### config.mk
export PLATFORM = sky130hd
export DESIGN_NAME = mem_arbiter
export DESIGN_NICKNAME = d
export VERILOG_FILES = /design/src/rtl/mem_arbiter.sv
export SDC_FILE = /design/constraint.sdc
export NUM_CORES = 1
export LEC_CHECK = 0
export ABC_AREA = 1
export BUFFER_PORTS_ARGS = -buffer_cell sky130_fd_sc_hd__buf_2
export CAP_MARGIN = 20
export CELL_PAD_IN_SITES_DETAIL_PLACEMENT = 0
export CELL_PAD_IN_SITES_GLOBAL_PLACEMENT = 1
export CORE_MARGIN = 3
export CORE_UTILIZATION = 30
export CTS_BUF_LIST = sky130_fd_sc_hd__clkbuf_8 sky130_fd_sc_hd__clkbuf_16
export DETAILED_ROUTE_END_ITERATION = 7
export PLACE_DENSITY_LB_ADDON = 0.1
export SLEW_MARGIN = 0
export SYNTH_ARGS = -nofsm -noshare
export SYNTH_HDL_FRONTEND = slang
export SYNTH_SLANG_ARGS = --single-unit
### constraint.sdc
create_clock -name clk -period 5 [get_ports clk]
set_clock_uncertainty 0.15 [all_clocks]
set_input_delay 1 -clock clk [delete_from_list [all_inputs] [get_ports clk]]
set_output_delay 1 -clock clk [all_outputs]
set_load 0.05 [all_outputs]
### src/rtl/mem_arbiter.sv
// ---------------------------------------------------------------------------
// mem_arbiter
//
// Shares one single-ported, one-cycle-read-latency memory between an
// instruction-fetch port and a load/store port. One transaction is in flight
// at a time and walks IDLE -> ISSUE -> RESP, so the handshake-to-response
// latency is 2 cycles and the throughput is one access every 3 cycles.
// The LSU wins collisions until fetch has been passed over STARVE_MAX times
// in a row. After that, fetch wins the next collision.
//
// Ports
//   clk, rst_n                  clock, asynchronous active-low reset
//   if_req_valid/ready/addr     fetch request (word read)
//   if_flush                    branch redirect; drops the pending fetch reply
//   if_rsp_valid/data           fetch reply (one-cycle pulse)
//   ls_req_valid/ready/we/addr/ LSU request (load or store)
//     byte_en/wdata
//   ls_rsp_valid/data           LSU reply; data is 0 for store completions
//   mem_addr/r_enable/w_enable/ memory side; mem_r_data arrives one cycle
//     byte_en/w_data/r_data     after the mem_r_enable cycle
// ---------------------------------------------------------------------------
module mem_arbiter #(
    parameter int unsigned STARVE_MAX = 4
) (
    input  logic        clk,
    input  logic        rst_n,
    input  logic        if_req_valid,
    output logic        if_req_ready,
    input  logic [31:0] if_req_addr,
    input  logic        if_flush,
    output logic        if_rsp_valid,
    output logic [31:0] if_rsp_data,
    input  logic        ls_req_valid,
    output logic        ls_req_ready,
    input  logic        ls_req_we,
    input  logic [31:0] ls_req_addr,
    input  logic [3:0]  ls_req_byte_en,
    input  logic [31:0] ls_req_wdata,
    output logic        ls_rsp_valid,
    output logic [31:0] ls_rsp_data,
    output logic [31:0] mem_addr,
    output logic        mem_r_enable,
    output logic        mem_w_enable,
    output logic [3:0]  mem_byte_en,
    output logic [31:0] mem_w_data,
    input  logic [31:0] mem_r_data
);

    typedef enum logic [1:0] {S_IDLE, S_ISSUE, S_RESP} state_e;
    typedef enum logic       {OWN_IF, OWN_LS}          owner_e;

    localparam logic [3:0] STARVE_LIM = 4'(STARVE_MAX);

    state_e      state_q;
    owner_e      owner_q;
    logic        we_q;
    logic [31:0] addr_q;
    logic [31:0] wdata_q;
    logic        mem_r_en_q;
    logic        mem_w_en_q;
    logic [3:0]  mem_be_q;
    logic        if_rsp_q;
    logic        ls_rsp_q;
    logic [3:0]  starve_q;
    logic [3:0]  starve_d;

    logic        grant_if;
    logic        grant_ls;
    logic        hs_if;
    logic        hs_ls;

    // The two low address bits are always dropped because accesses are
    // word aligned.
    logic        addr_lsb_unused;
    assign addr_lsb_unused = ^{if_req_addr[1:0], ls_req_addr[1:0]};

    // Arbitration is visible only in IDLE. Fetch takes a collision once it
    // has been passed over STARVE_MAX consecutive times.
    // NOTE: every always_comb output gets a default first, so no path can infer a latch.
    always_comb begin
        grant_if = 1'b0;
        grant_ls = 1'b0;
        if (state_q == S_IDLE) begin
            if (ls_req_valid && !(if_req_valid && starve_q == STARVE_LIM)) begin
                grant_ls = 1'b1;
            end else if (if_req_valid) begin
                grant_if = 1'b1;
            end
        end
    end

    // Gating with rst_n keeps ready low during reset, while IDLE is forced.
    assign if_req_ready = grant_if & rst_n;
    assign ls_req_ready = grant_ls & rst_n;
    assign hs_if        = if_req_valid & if_req_ready;
    assign hs_ls        = ls_req_valid & ls_req_ready;

    always_comb begin
        starve_d = starve_q;
        if (hs_if) begin
            starve_d = '0;
        end else if (hs_ls && if_req_valid && starve_q < STARVE_LIM) begin
            starve_d = starve_q + 4'd1;
        end
    end

    // mem_addr and mem_w_data act as the latched request registers. They
    // change only when a handshake moves the FSM into ISSUE, so they hold
    // their values at all other times.
    // NOTE: state registers use non-blocking assignments so that every flop samples pre-edge values.
    always_ff @(posedge clk or negedge rst_n) begin
        if (!rst_n) begin
            state_q    <= S_IDLE;
            owner_q    <= OWN_IF;
            we_q       <= 1'b0;
            addr_q     <= '0;
            wdata_q    <= '0;
            mem_r_en_q <= 1'b0;
            mem_w_en_q <= 1'b0;
            mem_be_q   <= '0;
            if_rsp_q   <= 1'b0;
            ls_rsp_q   <= 1'b0;
            starve_q   <= '0;
        end else begin
            starve_q   <= starve_d;
            mem_r_en_q <= 1'b0;
            mem_w_en_q <= 1'b0;
            mem_be_q   <= '0;
            if_rsp_q   <= 1'b0;
            ls_rsp_q   <= 1'b0;
            unique case (state_q)
                S_IDLE: begin
                    if (hs_ls) begin
                        owner_q    <= OWN_LS;
                        we_q       <= ls_req_we;
                        addr_q     <= {ls_req_addr[31:2], 2'b00};
                        mem_r_en_q <= ~ls_req_we;
                        mem_w_en_q <= ls_req_we;
                        if (ls_req_we) begin
                            wdata_q  <= ls_req_wdata;
                            mem_be_q <= ls_req_byte_en;
                        end
                        state_q    <= S_ISSUE;
                    end else if (hs_if) begin
                        owner_q    <= OWN_IF;
                        we_q       <= 1'b0;
                        addr_q     <= {if_req_addr[31:2], 2'b00};
                        mem_r_en_q <= 1'b1;
                        state_q    <= S_ISSUE;
                    end
                end
                S_ISSUE: begin
                    // A flush seen in ISSUE kills the fetch reply. A flush
                    // in RESP is masked on the output below.
                    if_rsp_q <= (owner_q == OWN_IF) && !if_flush;
                    ls_rsp_q <= (owner_q == OWN_LS);
                    state_q  <= S_RESP;
                end
                S_RESP:  state_q <= S_IDLE;
                default: state_q <= S_IDLE;
            endcase
        end
    end

    assign mem_addr     = addr_q;
    assign mem_w_data   = wdata_q;
    assign mem_r_enable = mem_r_en_q;
    assign mem_w_enable = mem_w_en_q;
    assign mem_byte_en  = mem_be_q;

    // Read data comes straight from memory during RESP. Data outputs are 0
    // when no reply is being given.
    assign if_rsp_valid = if_rsp_q & ~if_flush;
    assign if_rsp_data  = if_rsp_valid ? mem_r_data : '0;
    assign ls_rsp_valid = ls_rsp_q;
    assign ls_rsp_data  = (ls_rsp_q && !we_q) ? mem_r_data : '0;

endmodule

==> flow_summary.toml, run 1 <==
[drt]
drt-met1-wl_mm = 5.56
wl_per_cell_um = 13.5
drc = 0
vias = 4359
highest_layer = "met5"
vias_per_cell = 4.32
dr_wl_met3_mm = 1.22
drt_iter0_drc = 172
met2_length_mm = 6.62
firstDrtPassIters = 6
wirelength_mm = 13.6
ant_nets = 0

[logic_synthesis]
synth_cells = 579
ys_seq_elements = 78
synth_top_area_share = 0.467
yosys-top-cells-area = "dfrtp_1 (47%), inv_1 (12%), nand2_1 (9.5%), nand3_1 (7.8%), nor2_1 (6.5%)"
synth.largest_area_cell = "dfrtp_1"
synth_area_um2 = 4180
syn_area_per_cell_um2 = 7.23
yosysWarnings = 0
ys_types = 22
yosysSeqAreaShare = 0.467

[worst_hold_path]
hold_class = "reg2reg"
min-delay-start = "owner_q"

[cts]
post_cts_buffers = 0
cts_sinks = 78
ctsHoldBuffers = 0
cts_root_buf = "clkbuf_16"
clk_path_buf_depth = 2
cts_inserted_buffers = 9
cts_tree = "built"
htreeDepth = 3
cts_resized = 0
clk_latency_ns = 0.33
cts.clk_slew.worst_paths_ns = 0.06

[floorplanning]
initial_core_util = 0.311
num_rows = 42
dieArea_um2 = 15400
die_h_um = 124
fp.dieW_um = 124
fp.coreArea_um2 = 13500
pin_count = 276

[worst_setup_path]
worstSetupPathType = "in2reg"
reg2reg_from = "state_q[1]"
start_kind = "input pin"
worstSetupEndpointType = "flop"
critical_path_required_ns = 5.12
crit_start = "rst_n"
critPathMaxFanout = 32
critPathArrivalTime_ns = 3.51

[cells_and_area]
fin_nets = 968
fin_util = 0.439
drive_gt1_frac = 0.364
n_antenna_cell = 0
syn2layout_area_growth_pct = 41.2
finalInstanceArea_um2 = 5910
layout_common_cells = "buf_2 (268), inv_1 (137), nand2_1 (106), dfrtp_1 (78), nor2_1 (73)"
final_common_cell = "buf_2"

[power]
p_per_area_nw_per_um2 = 452
p_leak_nw = 3.88
totalPowerFinal_w = 0.00267
ir_drop_mv = 0.152

[global_routing]
track_usage = 0.169
gr-total-overflow = 0
grt_antenna_before_repair = 2
grt_pass1_wl_mm = 20.1
grt_max_degree = 73
grt_pass1_vias = 3923

[placed_design]
gp_congestion = 0.761
io_buffers = 269
dpl_cell_area_um2 = 5580
place_ws_ns = 1.14
hpwl_mm = 10.1

[sta]
fmax_mhz = 295
setup_tns_ns = 0
period_needed_ns = 3.39
hold_viol = 0
setup_viol = 0
drv_slew = 0
fin_crit_sh = 0.679
grt_setup_unrepaired = "no"
slew-limit-headroom = 0.347
fin_ws_ns = 1.61
worstMarginPinSlew_ns = 0.979

[run]
drv_cap = 0

[status]
outcome = "finished, final reports clean"
==> final cells by class <==
type	instances	area, µm²
clock buffer	9	225
timing repair buffer	275	1410
multi-input combinational	324	1490
inverter	140	526
clock inverter	6	86.3
sequential	78	1950
fill	1434	7540
tap	176	220
==> power breakdown <==
part | leakage, nW | internal, W | switching (W) | total, W
Sequential | 0.982 | 0.000783 | 0.0000798 | 0.000863
Combinational | 2.75 | 0.000256 | 0.000857 | 0.00111
Clock | 0.152 | 0.000434 | 0.000260 | 0.000694
==> flip-flops by register name, indices dropped and copies added (netlist names) <==
name          flops
mem_r_enable      1
mem_addr         30
owner_q           1
ls_rsp_valid      1
state_q           2
if_rsp_q          1
we_q              1
mem_w_data       32
mem_w_enable      1
mem_byte_en       4
starve_q          4
==> synthesized netlist by cell type (all sizes together) <==
master	count
nand4	31
buf	23
nor4	1
inv	140
nand3	67
nand2	111
ha	2
nor2	76
o21ai	33
clkbuf	15
nor3	1
conb	1
dfrtp	78
==> layer usage <==
layer	track usage	up-vias
met5	0	-
met4	0.0616	4
met3	0.0490	18
met2	0.293	168
met1	0.198	1933
li1	-	2236
==> stage by stage <==
step	hold slack, ns	instances
3_5_place_dp	0.275	992
5_1_grt	0.305	1008
4_1_cts	0.284	1007
6_report	0.286	1008
2_1_floorplan	0.253	580
3_3_place_gp	0.262	991
==> cell families after synthesis <==
family                     Yosys count  synth area share
AOI/OAI and AO/OA                   33            0.0395
and+or+nand+nor                    287             0.308
DFF                                 78             0.467
adders and majority gates            2           0.00598
buffers and inverters              178             0.179
other                                1          0.000896
==> worst paths after layout <==
kind | slack (ns) | end | cells after the start
setup / recovery | 1.61 | mem_addr[21] | 7
hold / removal | 0.29 | if_rsp_q | 1
setup reg to reg | 1.96 | mem_addr[21] | 7
hold reg to reg | 0.29 | if_rsp_q | 1
max in group asynchronous | 3.22 | mem_w_data[18] | 2
min in group asynchronous | 0.33 | mem_addr[9] | 1
==> critical path, cell delays in order <==
cell and delay, ns:
buf_4 0.16, nand3_2 0.14, inv_2 0.44, nand3_2 0.69, nand2_2 0.80, nand3_1 0.17, nand2_1 0.09
(Power assumes the default switching activity.)
==> run 2, diff against run 1 <==
--- a/config.mk
+++ b/config.mk
@@ -11,7 +11,7 @@
 export CELL_PAD_IN_SITES_DETAIL_PLACEMENT = 0
 export CELL_PAD_IN_SITES_GLOBAL_PLACEMENT = 1
 export CORE_MARGIN = 3
-export CORE_UTILIZATION = 30
+export CORE_UTILIZATION = 25
 export CTS_BUF_LIST = sky130_fd_sc_hd__clkbuf_8 sky130_fd_sc_hd__clkbuf_16
 export DETAILED_ROUTE_END_ITERATION = 7
 export PLACE_DENSITY_LB_ADDON = 0.1
==> constraint.sdc (replaced) <==
create_clock -name clk -period 2.8 [get_ports clk]
set_clock_uncertainty 0.15 [all_clocks]
set_input_delay 0.56 -clock clk [delete_from_list [all_inputs] [get_ports clk]]
set_output_delay 0.56 -clock clk [all_outputs]
set_load 0.05 [all_outputs]
==> run 2 against run 1 <==
Critical path type is now reg2out. Sequential share of layout area is 0.96 points lower. Critical endpoint is now if_req_ready. Via count is 1.6% higher. Die area is 19% higher. First-iteration DRC count is 2.3% higher. Worst hold slack worse by 0.14 ns. Clock power is 79% higher. Final cell count is 4.7% higher. Sequential power is 78% higher. Combinational power is 79% higher. Global-route usage is 2.2 points lower. Power is 79% higher.
==> flow_summary.toml, run 2 (same netlist as run 1, synthesis figures left out) <==
[cts]
cts_resized = 0
ctsHoldBuffers = 0
post_cts_buffers = 0
htreeDepth = 3
cts_sinks = 78
clk_latency_ns = 0.34
cts_tree = "built"
cts_inserted_buffers = 9
cts_root_buf = "clkbuf_16"
cts.clk_slew.worst_paths_ns = 0.07
clk_path_buf_depth = 2

[drt]
wl_per_cell_um = 13.5
firstDrtPassIters = 4
ant_nets = 0
vias_per_cell = 4.20
drt_iter0_drc = 176
vias = 4427
drc = 0
wirelength_mm = 14.3

[sta]
hold_viol = 0
slew-limit-headroom = 0.560
drv_slew = 0
worstMarginPinSlew_ns = 0.658
setup_viol = 0
holdWs_ns = 0.146
fmax_mhz = 410
setup_tns_ns = 0
period_needed_ns = 2.44
fin_crit_sh = 0.871
grt_setup_unrepaired = "no"

[power]
seqPwrFrac = 0.323
p_leak_nw = 3.90
p_int_w = 0.00257
p_per_area_nw_per_um2 = 784
p_comb_frac = 0.418
swShare = 0.461
p_clk_frac = 0.259
switching_power_w = 0.00220
ir_drop_mv = 0.357

[cells_and_area]
fin_nets = 974
largest_reg_flops = 32
drive_gt1_frac = 0.406
n_antenna_cell = 0
syn2layout_area_growth_pct = 45.5
final_common_cell = "buf_2"
layout_common_cells = "buf_2 (268), inv_1 (137), nand2_1 (106), dfrtp_1 (78), nand3_1 (65)"

[run]
drv_cap = 0

[worst_hold_path]
hold_class = "in2async"

[worst_setup_path]
worstSetupEndpointType = "output pin"
start_kind = "flop"
worstRegToRegCells = 10
worstSetupPathType = "reg2out"
critical_path_required_ns = 2.09
critPathArrivalTime_ns = 1.73
critPathMaxFanout = 3

[placed_design]
io_buffers = 269
hpwl_mm = 10.5
gp_congestion = 0.715

[global_routing]
grt_pass1_vias = 4177
grt_pass1_wl_mm = 21.5
grt_max_degree = 79
gr-total-overflow = 0
grt_antenna_before_repair = 0
track_usage = 0.147

[status]
outcome = "finished, final reports clean"

[floorplanning]
pin_count = 276
fp.dieW_um = 135
num_rows = 46
initial_core_util = 0.260
fp.coreArea_um2 = 16100
die_h_um = 135
dieArea_um2 = 18300
==> run 2: per-stage QoR <==
step / setup slack (ns) / instance area [µm²] / instances / util / total power, W
6_report: 0.362 / 6090 / 1055 / 0.378 / 0.00477
5_1_grt: 0.231 / 6090 / 1055 / 0.378 / 0.00502
4_1_cts: 0.308 / 6070 / 1054 / 0.376 / 0.00485
3_5_place_dp: 0.399 / 5750 / 1038 / 0.357 / 0.00358
3_3_place_gp: 0.386 / 5750 / 1038 / 0.357 / 0.00356
2_1_floorplan: 0.133 / 4270 / 580 / - / 0.00302
==> run 2: area by class of cell <==
| class | count | area, µm² |
|---|---|---|
| flip-flops and latches | 78 | 1950 |
| inverters | 140 | 526 |
| well taps | 216 | 270 |
| clock buffers | 9 | 225 |
| multi-input cells | 324 | 1560 |
| repair buffers | 281 | 1460 |
| fillers | 1778 | 10000 |
| clock inverters | 7 | 86.3 |
==> run 2: worst max-delay path, stage by stage, from the launching register on <==
cell and delay [ns]:
dfrtp_1 0.39, inv_1 0.08, ha_1 0.16, nand2_1 0.05, inv_1 0.09, nand2_4 0.05, nand2_2 0.09, nand2_2 0.08
inv_1 0.10, buf_2 0.29
==> run 2: final timing paths <==
check | startpoint | endpoint | slack (ns)
max | starve_q[0] | if_req_ready | 0.36
min | rst_n | mem_w_data[18] | 0.15
max reg2reg | starve_q[0] | mem_addr[6] | 0.46
min reg2reg | owner_q | if_rsp_q | 0.27
max in group asynchronous | rst_n | mem_addr[5] | 1.76
min in group clk | if_flush | if_rsp_q | 0.26
==> run 2: power groups by stage <==
| stage | Clock [W] | Sequential (W) | Combinational (W) |
|---|---|---|---|
| after floorplan | 0 | 0.00243 | 0.000591 |
| after global placement | 0 | 0.00155 | 0.00201 |
| after detailed placement | 0 | 0.00156 | 0.00202 |
| after CTS | 0.00129 | 0.00154 | 0.00202 |
| after global routing | 0.00133 | 0.00157 | 0.00212 |
| final | 0.00124 | 0.00154 | 0.00199 |
==> run 2: layer usage <==
| metal | part of all wire | track usage | wire length (µm) | vias up |
|---|---|---|---|---|
| li1 | - | - | - | 2260 |
| met1 | 0.43 | 0.178 | 6090 | 1988 |
| met2 | 0.48 | 0.251 | 6840 | 169 |
| met3 | 0.083 | 0.0449 | 1190 | 10 |
| met4 | 0.010 | 0.0442 | 145 | 0 |
| met5 | 0 | 0 | 0 | - |
